[config.mk]
export PLATFORM = sky130hd
export DESIGN_NAME = inst_fetch_unit
export DESIGN_NICKNAME = d
export VERILOG_FILES = /design/src/rtl/inst_fetch_unit.sv
export SDC_FILE = /design/constraint.sdc
export NUM_CORES = 1
export LEC_CHECK = 0
export BUFFER_PORTS_ARGS = -buffer_cell sky130_fd_sc_hd__buf_4
export CAP_MARGIN = 15
export CORE_MARGIN = 1
export CORE_UTILIZATION = 30
export DETAILED_ROUTE_END_ITERATION = 12
export MAX_ROUTING_LAYER = met4
export PLACE_DENSITY_LB_ADDON = 0.08
export SLEW_MARGIN = 0
export SYNTH_ARGS = -nofsm -noshare
export SYNTH_HDL_FRONTEND = slang
export SYNTH_SLANG_ARGS = --single-unit
[constraint.sdc]
create_clock -name clk -period 3.8 [get_ports clk]
set_clock_uncertainty 0.2 [all_clocks]
set_input_delay 0.76 -clock clk [delete_from_list [all_inputs] [get_ports clk]]
set_output_delay 0.76 -clock clk [all_outputs]
set_load 0.01 [all_outputs]
[src/rtl/inst_fetch_unit.sv]
// Fetch stage: PC generation, 1-cycle-latency inst SRAM request, and a decode
// output register backed by a 1-entry skid buffer so stalls never drop a return.
module inst_fetch_unit #(
  parameter int                ADDR_W   = 32,
  parameter logic [ADDR_W-1:0] RESET_PC = 32'hbfc00000
) (
  input  logic              clk,
  input  logic              rst,
  input  logic              stallD,
  input  logic              br_redirect,
  input  logic [ADDR_W-1:0] br_target,
  input  logic              exc_flush,
  input  logic [ADDR_W-1:0] exc_target,
  output logic              inst_sram_en,
  output logic [ADDR_W-1:0] inst_sram_addr,
  input  logic [31:0]       inst_sram_rdata,
  output logic [31:0]       instD,
  output logic [ADDR_W-1:0] pcD,
  output logic              inst_validD,
  output logic              adelD
);

  function automatic logic addr_misaligned(input logic [ADDR_W-1:0] addr);
    return (addr[1:0] != 2'b00);
  endfunction

  logic [ADDR_W-1:0] pc_f_r;
  logic              pend_r;
  logic [ADDR_W-1:0] pend_pc_r;
  logic              pend_adel_r;
  logic              skid_full_r;
  logic [31:0]       skid_inst_r;
  logic [ADDR_W-1:0] skid_pc_r;
  logic              skid_adel_r;

  logic              flush_s;
  logic              issue_s;
  logic [ADDR_W-1:0] pc_next_s;
  logic [31:0]       ret_inst_s;

  // Issue decision, next-PC selection and SRAM request
  always_comb begin
    flush_s        = exc_flush | br_redirect;
    issue_s        = !rst && !stallD && !flush_s && !skid_full_r;
    inst_sram_en   = issue_s && !addr_misaligned(pc_f_r);
    inst_sram_addr = pc_f_r;
    ret_inst_s     = pend_adel_r ? 32'd0 : inst_sram_rdata;
    pc_next_s      = pc_f_r;
    if (exc_flush) begin
      pc_next_s = exc_target;
    end else if (br_redirect) begin
      pc_next_s = br_target;
    end else if (issue_s) begin
      pc_next_s = pc_f_r + ADDR_W'(32'd4);
    end else begin
      pc_next_s = pc_f_r;
    end
  end

  // PC, in-flight request tracking, skid buffer and decode output registers
  always_ff @(posedge clk) begin
    if (rst) begin
      pc_f_r      <= RESET_PC;
      pend_r      <= 1'b0;
      pend_pc_r   <= '0;
      pend_adel_r <= 1'b0;
      skid_full_r <= 1'b0;
      skid_inst_r <= 32'd0;
      skid_pc_r   <= '0;
      skid_adel_r <= 1'b0;
      instD       <= 32'd0;
      pcD         <= '0;
      inst_validD <= 1'b0;
      adelD       <= 1'b0;
    end else begin
      pc_f_r <= pc_next_s;
      pend_r <= issue_s;
      if (issue_s) begin
        pend_pc_r   <= pc_f_r;
        pend_adel_r <= addr_misaligned(pc_f_r);
      end
      // A misaligned slot never reads the SRAM, so its word is forced to zero
      if (flush_s) begin
        inst_validD <= 1'b0;
        adelD       <= 1'b0;
        skid_full_r <= 1'b0;
      end else if (stallD) begin
        if (pend_r) begin
          skid_full_r <= 1'b1;
          skid_inst_r <= ret_inst_s;
          skid_pc_r   <= pend_pc_r;
          skid_adel_r <= pend_adel_r;
        end
      end else if (skid_full_r) begin
        instD       <= skid_inst_r;
        pcD         <= skid_pc_r;
        adelD       <= skid_adel_r;
        inst_validD <= 1'b1;
        skid_full_r <= 1'b0;
      end else if (pend_r) begin
        instD       <= ret_inst_s;
        pcD         <= pend_pc_r;
        adelD       <= pend_adel_r;
        inst_validD <= 1'b1;
      end else begin
        inst_validD <= 1'b0;
      end
    end
  end

endmodule
==> impl_metrics.yaml, run 1 <==
yosys:
  synth_seq_area_share_pct: 45.10
  synth_fp_nets: 1180
  synthTopCellsByCount: "dfxtp_1 (198), nand2_1 (182), a21oi_1 (153)"
  yosys_register_bits: 198
  synth_top_family_by_area: "simple AND/OR/NAND/NOR gates"
  async_reset_ff_share_pct: 0
  synth_xor_xnor_area_share_pct: 1.296
  ys_types: 57
  netlist_top_cells_area: "dfxtp_1 (45%), a21oi_1 (8.7%), nand2_1 (7.8%)"
  yosysMostFrequentCell: "dfxtp_1"
  avgSynthCellArea_sq_um: 8.153
  synth_simple_gate_area_share_pct: 22.67
  synth_compound_area_share_pct: 20.99
  synth_edf_count: 0
  synth_top_area_share_pct: 45.10
  synth_fa_ha_area_share_pct: 0.1424
  synth_flop_cell: "dfxtp_1"
  yosysWarningCount: 0
  yosys.area.top_type: "dfxtp_1"
  syn_area_sq_mm: 0.008788
  synthMuxAreaShare_pct: 4.940
  synthCells: 1078
clocking:
  cts_root_buf: "clkbuf_16"
  postCtsHoldBufs: 0
  post_cts_buffers: 0
  cts.sinks: 198
  cts_buffers: 17
  path_clk_slew_ps: 60
  clockBufferDepth: 2
  cts_tree: "yes"
  cts_resized: 0
  htree_levels: 4
  clock_latency_ps: 440
final_layout:
  multi_input_area_sq_mm: 0.004408
  diodes: 0
  nFillCells: 3027
  area_delta_synth_final_pct: 26.44
  layout-drive-gt1-share_pct: 21.38
  regArea_sq_mm: 0.003969
  nets: 1321
timing:
  tns_ps: 0
  clock.fmax_mhz: 340.5
  worst_slack_ps: 863.0
  rsz0062_at_grt: "no"
  final-max-slew-violation-count: 0
  tightest_slew_ps: 847.8
  max_slew_margin_pct: 42.96
  fin_crit_sh_pct: 77.29
  period_needed_ps: 2937
  hold_viol: 0
  setup_viol: 0
worst_setup_path:
  slowest_delay_ps: 320
  worstSetupPathType: "input pin to primary output"
  worstPathArrival_ps: 1980
  start_kind: "input pin"
  worstPathRequired_ps: 2840
  worstPathCellList: "buf_6, nor3_1, nand2_1, nor3_1, buf_4"
  crit_top_cell: "nor3_1"
  cp_num_buf_inv: 2
  crit_fanout: 74
  crit_path_top_delay_cell: "nor3_1"
  crit_family: "simple AND/OR/NAND/NOR gates"
  crit_path_end_kind: "primary output"
power:
  power_density_mw_per_mm2: 389.5
  p_switching_mw: 1.157
  clkPwrFrac_pct: 39.6
  leakage_nw: 3.876
  internal_power_mw: 3.171
  p_comb_share_pct: 9.8
  p_seq_share_pct: 50.6
  peakVddDrop_mv: 0.2862
  netSwitchingFraction_pct: 26.73
min_path:
  holdCritPathClass: "flop to flop"
flow_run:
  maxCapViolCount: 0
global_routing:
  antenna_found_initial: 0
  grt_overflow: 0
  grt_pass1_wl_microns: 44150
  grt_start_max_net_pins: 129
  grt_pass1_vias: 7648
  grtUsageTotal_pct: 19.20
routing:
  viasPerCell: 5.020
  num_vias: 8102
  routed_wl_microns: 28270
  dr.pass1.iters: 5
  dr_wl_met2_microns: 12100
  top_layer: "met4"
  wl_met3_microns: 1246
  ant_nets: 0
  m1WireLength_microns: 14670
  drtIter0Drc: 586
  wl_per_cell_microns: 17.51
  drc: 0
floorplanning:
  core_area_sq_mm: 0.02878
  boundaryPins: 200
  die_w_microns: 173.2
  start_util_pct: 30.54
  die_height_microns: 173.2
  rows: 62
  dieArea_sq_mm: 0.02998
placed_design:
  dp_slack_ps: 656.4
  port_buffers: 199
  hpwl_microns: 18600
  gp_congestion: 0.8029
run_status:
  status: "finished, final reports clean"
[cell usage in the layout (no fill, tap or decap), types with 7 or more instances in the layout]
master,n
buf_4,217
dfxtp_1,196
nand2_1,182
a21oi_1,153
nor2_1,93
a211oi_1,73
mux2i_1,40
nor3b_1,34
nand3b_1,32
o21ai_0,24
nand3_1,18
clkbuf_16,17
nor3_1,12
xnor2_1,10
nor4_1,8
a22oi_1,7
[state kept, by name, indices dropped and copies added, names as in the netlist]
| name | count |
|---|---|
| pcD | 32 |
| pend_r | 1 |
| inst_validD | 1 |
| pend_pc_r | 32 |
| adelD | 1 |
| inst_sram_addr | 32 |
| skid_full_r | 1 |
| pend_adel_r | 1 |
| instD | 32 |
| skid_inst_r | 32 |
| skid_pc_r | 32 |
| skid_adel_r | 1 |
[cells by family (layout without fill, tap and decap cells)]
kind of cell | after synthesis | in the layout
AND/OR/NAND/NOR | 415 | 415
AO/OA/AOI/OAI | 301 | 301
flip-flops | 198 | 198
buffers and inverters | 107 | 259
multiplexers | 43 | 43
XOR/XNOR | 13 | 13
adder cells (fa/ha/maj) | 1 | 1
[power groups by stage]
| stage | sequential, mW | clock (mW) | combinational (mW) |
|---|---|---|---|
| 2_1_floorplan | 2.21 | 0 | 0.212 |
| 3_3_place_gp | 2.24 | 0 | 0.427 |
| 3_5_place_dp | 2.24 | 0 | 0.426 |
| 4_1_cts | 2.19 | 1.77 | 0.428 |
| 5_1_grt | 2.20 | 1.85 | 0.466 |
| 6_report | 2.19 | 1.71 | 0.425 |
[worst reg2reg max path, cell delays in order, from the launching register on]
cell and delay (ps):
dfxtp_1 590, nand4_2 210, or4_1 760, nor3_4 390, a21oi_1 120, a311o_1 320
[final cells by class]
type / instances / share of cell area [%]
clock buffers: 17 / 3.828
clock inverters: 13 / 1.036
inverters: 9 / 0.3040
multi-input cells: 773 / 39.67
flip-flops and latches: 198 / 35.72
well taps: 384 / 4.324
repair buffers: 220 / 15.12
[through the flow]
stage          util, %  hold slack, ps  std cells  total power, mW  cell area, sq um
6_report         38.61           253.6       1614            4.328             11110
5_1_grt          38.61           268.5       1614            4.515             11110
4_1_cts          38.61           256.1       1614            4.392             11110
3_5_place_dp     36.73           246.5       1584            2.664             10570
3_3_place_gp     36.73           241.2       1584            2.666             10570
2_1_floorplan        -           236.0       1078            2.427              8788
[final timing paths]
kind / from / to / slack [ps] / cells after the start
setup / recovery: rst / inst_sram_en / 860 / 5
hold / removal: skid_pc_r[31] / skid_pc_r[31] / 250 / 2
setup reg to reg: inst_sram_addr[11] / inst_sram_addr[25] / 1090 / 5
hold reg to reg: skid_pc_r[31] / skid_pc_r[31] / 250 / 2
[layer usage]
metal / up-vias / GRT usage, %
met5: - / -
met3: 19 / 2.770
li1: 4104 / -
met1: 3753 / 28.31
met4: 0 / 4.056
met2: 226 / 27.44
Note: power is estimated with default switching activity, not from simulation.
==> run 2, diff against run 1 <==
==> constraint.sdc (replaced) <==
create_clock -name clk -period 2.7 [get_ports clk]
set_clock_uncertainty 0.2 [all_clocks]
set_input_delay 0.54 -clock clk [delete_from_list [all_inputs] [get_ports clk]]
set_output_delay 0.54 -clock clk [all_outputs]
set_load 0.01 [all_outputs]
==> run 2 against run 1 <==
Final area increased by 3.0%. Cell count is 2.3% higher. First-iteration DRC count decreased by 9.6%. Non-clock buffer count rose by 35. Critical endpoint unchanged. Largest power group unchanged.
==> impl_metrics.yaml, run 2 (synthesized netlist as in run 1, its figures left out) <==
global_routing:
  grt_start_max_net_pins: 152
  grt_pass1_vias: 7627
  grt_overflow: 0
  grt_pass1_wl_microns: 44830
  use_met1_pct: 28.28
  met2_usage_pct: 28.09
  antenna_found_initial: 0
  grt-busiest-layer: "met1"
  grtUsageTotal_pct: 19.63
  grt.met3_usage_pct: 3.232
timing:
  worst_slack_ps: 164.4
  rsz0062_at_grt: "no"
  fin_crit_sh_pct: 93.91
  setup_viol: 0
  clock.fmax_mhz: 394.4
  period_needed_ps: 2536
  hold_viol: 0
  tightest_slew_ps: 759.6
  tns_ps: 0
  final-max-slew-violation-count: 0
  max_slew_margin_pct: 49.36
floorplanning:
  die_w_microns: 173.2
  core_area_sq_mm: 0.02878
  start_util_pct: 30.54
  boundaryPins: 200
  die_height_microns: 173.2
  dieArea_sq_mm: 0.02998
  rows: 62
worst_setup_path:
  worstPathRequired_ps: 1960
  crit_path_end_kind: "primary output"
  start_kind: "flop"
  worstPathArrival_ps: 1800
  worstSetupPathType: "flop to primary output"
  crit_fanout: 23
final_layout:
  layout_commonest_cell: "buf_4"
  nets: 1356
  layout-drive-gt1-share_pct: 23.60
  utilization_pct: 39.76
  fin_cells: 1651
  area_delta_synth_final_pct: 30.21
  diodes: 0
  mostFrequentLayoutCells: "buf_4 (247), dfxtp_1 (196), nand2_1 (182)"
placed_design:
  dp_slack_ps: 142.0
  hpwl_microns: 19310
  gp_congestion: 0.8239
  place_inst: 1619
  port_buffers: 199
clocking:
  cts.sinks: 198
  post_cts_buffers: 0
  clock_latency_ps: 440
  clockBufferDepth: 2
  cts_resized: 0
  cts_buffers: 17
  cts_root_buf: "clkbuf_16"
  cts_tree: "yes"
  htree_levels: 4
  path_clk_slew_ps: 80
  postCtsHoldBufs: 0
routing:
  drtIter0Drc: 530
  dr.pass1.iters: 7
  drc: 0
  viasPerCell: 4.949
  routed_wl_microns: 28600
  wl_per_cell_microns: 17.32
  num_vias: 8171
  ant_nets: 0
min_path:
  holdCritPathClass: "input pin to flop"
power:
  leakage_nw: 4.075
  peakVddDrop_mv: 0.4446
  p_total_mw: 6.162
  power_density_mw_per_mm2: 538.4
flow_run:
  maxCapViolCount: 0
run_status:
  status: "finished, final reports clean"
-- run 2: cell count changes in the layout (fill, tap and decap cells not counted), sizes merged --
cell | previous run | this run
clkinv | 6 | 8
buf | 220 | 255
inv | 13 | 12
clkbuf | 17 | 18
-- run 2: layer usage --
layer  part of all wire, %  vias up
li1                      -     4179
met4                   1.3        0
met1                    52     3766
met3                   4.1       22
met2                    43      204
met5                     0        -
-- run 2: path summary, 6_finish.rpt --
| kind | cells after the start | to | slack [ps] | from |
|---|---|---|---|---|
| max | 5 | inst_sram_en | 160 | skid_full_r |
| min | 3 | inst_sram_addr[14] | 140 | br_target[14] |
| max reg2reg | 5 | inst_sram_addr[25] | 420 | inst_sram_addr[20] |
| min reg2reg | 2 | skid_pc_r[31] | 250 | skid_pc_r[31] |
-- run 2: critical path, cell delays in order (launching register included) --
cell	delay [ps]
dfxtp_4	440
nor2_1	330
nand2_1	180
nor3_1	160
buf_4	140
buf_4	110
-- run 2: cell type report --
type | count | area, sq um
inverters | 9 | 33.78
clock inverters | 14 | 117.6
flip-flops and latches | 198 | 3969
clock buffers | 18 | 429.2
multi-input cells | 773 | 4408
fillers | 3026 | 17340
repair buffers | 255 | 2006
well taps | 384 | 480.5
-- run 2: report_power, final --
part           switching (mW)  internal, mW  total, mW  leakage [nW]
Clock                    1.23          1.21       2.44         0.262
Sequential             0.0631          2.97       3.04          1.61
Combinational           0.363         0.322      0.685          2.21
Total                    1.66          4.50       6.16          4.07
-- run 2: per-stage QoR --
| stage | hold WS [ps] | cell area [sq um] |
|---|---|---|
| final | 137.4 | 11440 |
| after global routing | 128.8 | 11440 |
| after CTS | 114.1 | 11440 |
| after detailed placement | 246.5 | 10900 |
| after global placement | 240.9 | 10900 |
| after floorplan | 236.0 | 8788 |
==> run 3, diff against run 2 <==
==> constraint.sdc (replaced) <==
create_clock -name clk -period 2.8 [get_ports clk]
set_clock_uncertainty 0.2 [all_clocks]
set_input_delay 0.56 -clock clk [delete_from_list [all_inputs] [get_ports clk]]
set_output_delay 0.56 -clock clk [all_outputs]
set_load 0.01 [all_outputs]
==> run 3 against run 2 <==
Worst hold slack better by 20 ps. Final area hardly changed. Clock-buffer cell count is 1 higher. Sequential power is 4% lower. Sequential share of layout area hardly changed. Sequential cell count stayed put. Critical endpoint is now pcD[13].
==> impl_metrics.yaml, run 3 (synthesized netlist as in run 1, its figures left out) <==
timing:
  whs_ps: 157.5
  rsz0062_at_grt: "no"
  hold_viol: 0
  max_slew_margin_pct: 37.82
  worst_slack_ps: 406.6
  fin_crit_sh_pct: 85.48
  clock.fmax_mhz: 417.8
  setup_viol: 0
  period_needed_ps: 2393
  tightest_slew_ps: 932.7
  final-max-slew-violation-count: 0
  tns_ps: 0
clocking:
  cts.sinks: 198
  htree_levels: 4
  cts_tree: "yes"
  clockBufferDepth: 2
  path_clk_slew_ps: 70
  post_cts_buffers: 0
  cts_root_buf: "clkbuf_16"
  clock_latency_ps: 430
  cts_buffers: 17
  cts_resized: 0
  postCtsHoldBufs: 0
global_routing:
  grt_pass1_wl_microns: 46030
  grt.met3_usage_pct: 3.672
  use_met1_pct: 29.15
  antenna_found_initial: 0
  grt_start_max_net_pins: 85
  grt_pass1_vias: 7905
  grt_overflow: 0
  met2_usage_pct: 28.66
  grtUsageTotal_pct: 20.15
  grt-busiest-layer: "met1"
final_layout:
  multi_input_area_sq_mm: 0.004408
  mostFrequentLayoutCells: "buf_4 (250), dfxtp_1 (196), nand2_1 (182)"
  area_delta_synth_final_pct: 30.10
  layout_commonest_cell: "buf_4"
  nFillCells: 3013
  diodes: 0
  regArea_sq_mm: 0.003969
  nets: 1357
  finalInstanceArea_sq_mm: 0.01143
  layout-drive-gt1-share_pct: 23.52
floorplanning:
  boundaryPins: 200
  dieArea_sq_mm: 0.02998
  die_height_microns: 173.2
  die_w_microns: 173.2
  core_area_sq_mm: 0.02878
  start_util_pct: 30.54
  rows: 62
routing:
  num_vias: 8283
  viasPerCell: 5.017
  wl_per_cell_microns: 17.68
  ant_nets: 0
  dr.pass1.iters: 5
  drc: 0
  routed_wl_microns: 29190
  drtIter0Drc: 757
worst_setup_path:
  worstPathCellList: "buf_4, nor2_1, nor3_2, buf_12, nor2_1, a211oi_1"
  start_kind: "flop"
  slowest_delay_ps: 550
  r2r_slack_ps: 410
  worstPathRequired_ps: 2940
  crit_fanout: 80
  crit_path_end_kind: "flop"
  worstSetupPathType: "flop to flop"
  crit_path_top_delay_cell: "buf_4"
  crit_top_cell: "nor2_1"
  worstPathArrival_ps: 2530
run_status:
  status: "finished, final reports clean"
placed_design:
  dp_slack_ps: 361.7
  gp_congestion: 0.8289
  port_buffers: 199
  place_area_sq_mm: 0.01088
  hpwl_microns: 19680
flow_run:
  maxCapViolCount: 0
power:
  power_density_mw_per_mm2: 524.2
  p_total_mw: 5.994
  peakVddDrop_mv: 0.3545
  leakage_nw: 4.076
min_path:
  holdCritPathClass: "input pin to flop"
-- run 3: cell types whose count changed in the layout (fill, tap and decap cells not counted), sizes merged --
| cell | delta |
|---|---|
| bufinv | +1 |
| inv | -1 |
| clkinv | -2 |
| clkbuf | +1 |
| buf | +1 |
-- run 3: final timing paths --
path / from / to / cells past startpoint
setup / recovery: skid_full_r / pcD[13] / 6
hold / removal: exc_target[1] / inst_sram_addr[1] / 3
setup reg to reg: skid_full_r / pcD[13] / 6
hold reg to reg: skid_pc_r[4] / skid_pc_r[4] / 2
-- run 3: routing by layer --
| metal | up-vias | wire length, microns |
|---|---|---|
| met5 | - | 0 |
| met4 | 0 | 281 |
| met3 | 14 | 1392 |
| met2 | 245 | 12490 |
| met1 | 3842 | 15030 |
| li1 | 4182 | - |
-- run 3: final cells by class --
class / instances / area share [%]
well taps: 384 / 4.202
clock buffers: 19 / 3.786
flip-flops and latches: 198 / 34.71
clock inverters: 12 / 1.061
repair buffers: 256 / 17.39
multi-input cells: 773 / 38.55
inverters: 9 / 0.2955
-- run 3: through the flow --
step	utilization [%]	instances
after CTS	39.73	1651
after global routing	39.73	1651
after global placement	37.80	1620
after floorplan	-	1078
after detailed placement	37.80	1620
final	39.73	1651
-- run 3: critical path: cells and delay by family (launching register included) --
kind / cells / cell delay (ps)
compound gates: 1 / 200
simple gates: 3 / 550
buf+inv: 2 / 870
flops: 1 / 390
-- run 3: report_power, final --
part	internal (mW)	total, mW	switching [mW]	leakage [nW]
clock network	1.24	2.40	1.15	0.264
logic	0.310	0.672	0.361	2.21
registers	2.87	2.93	0.0584	1.61
total	4.42	5.99	1.57	4.08
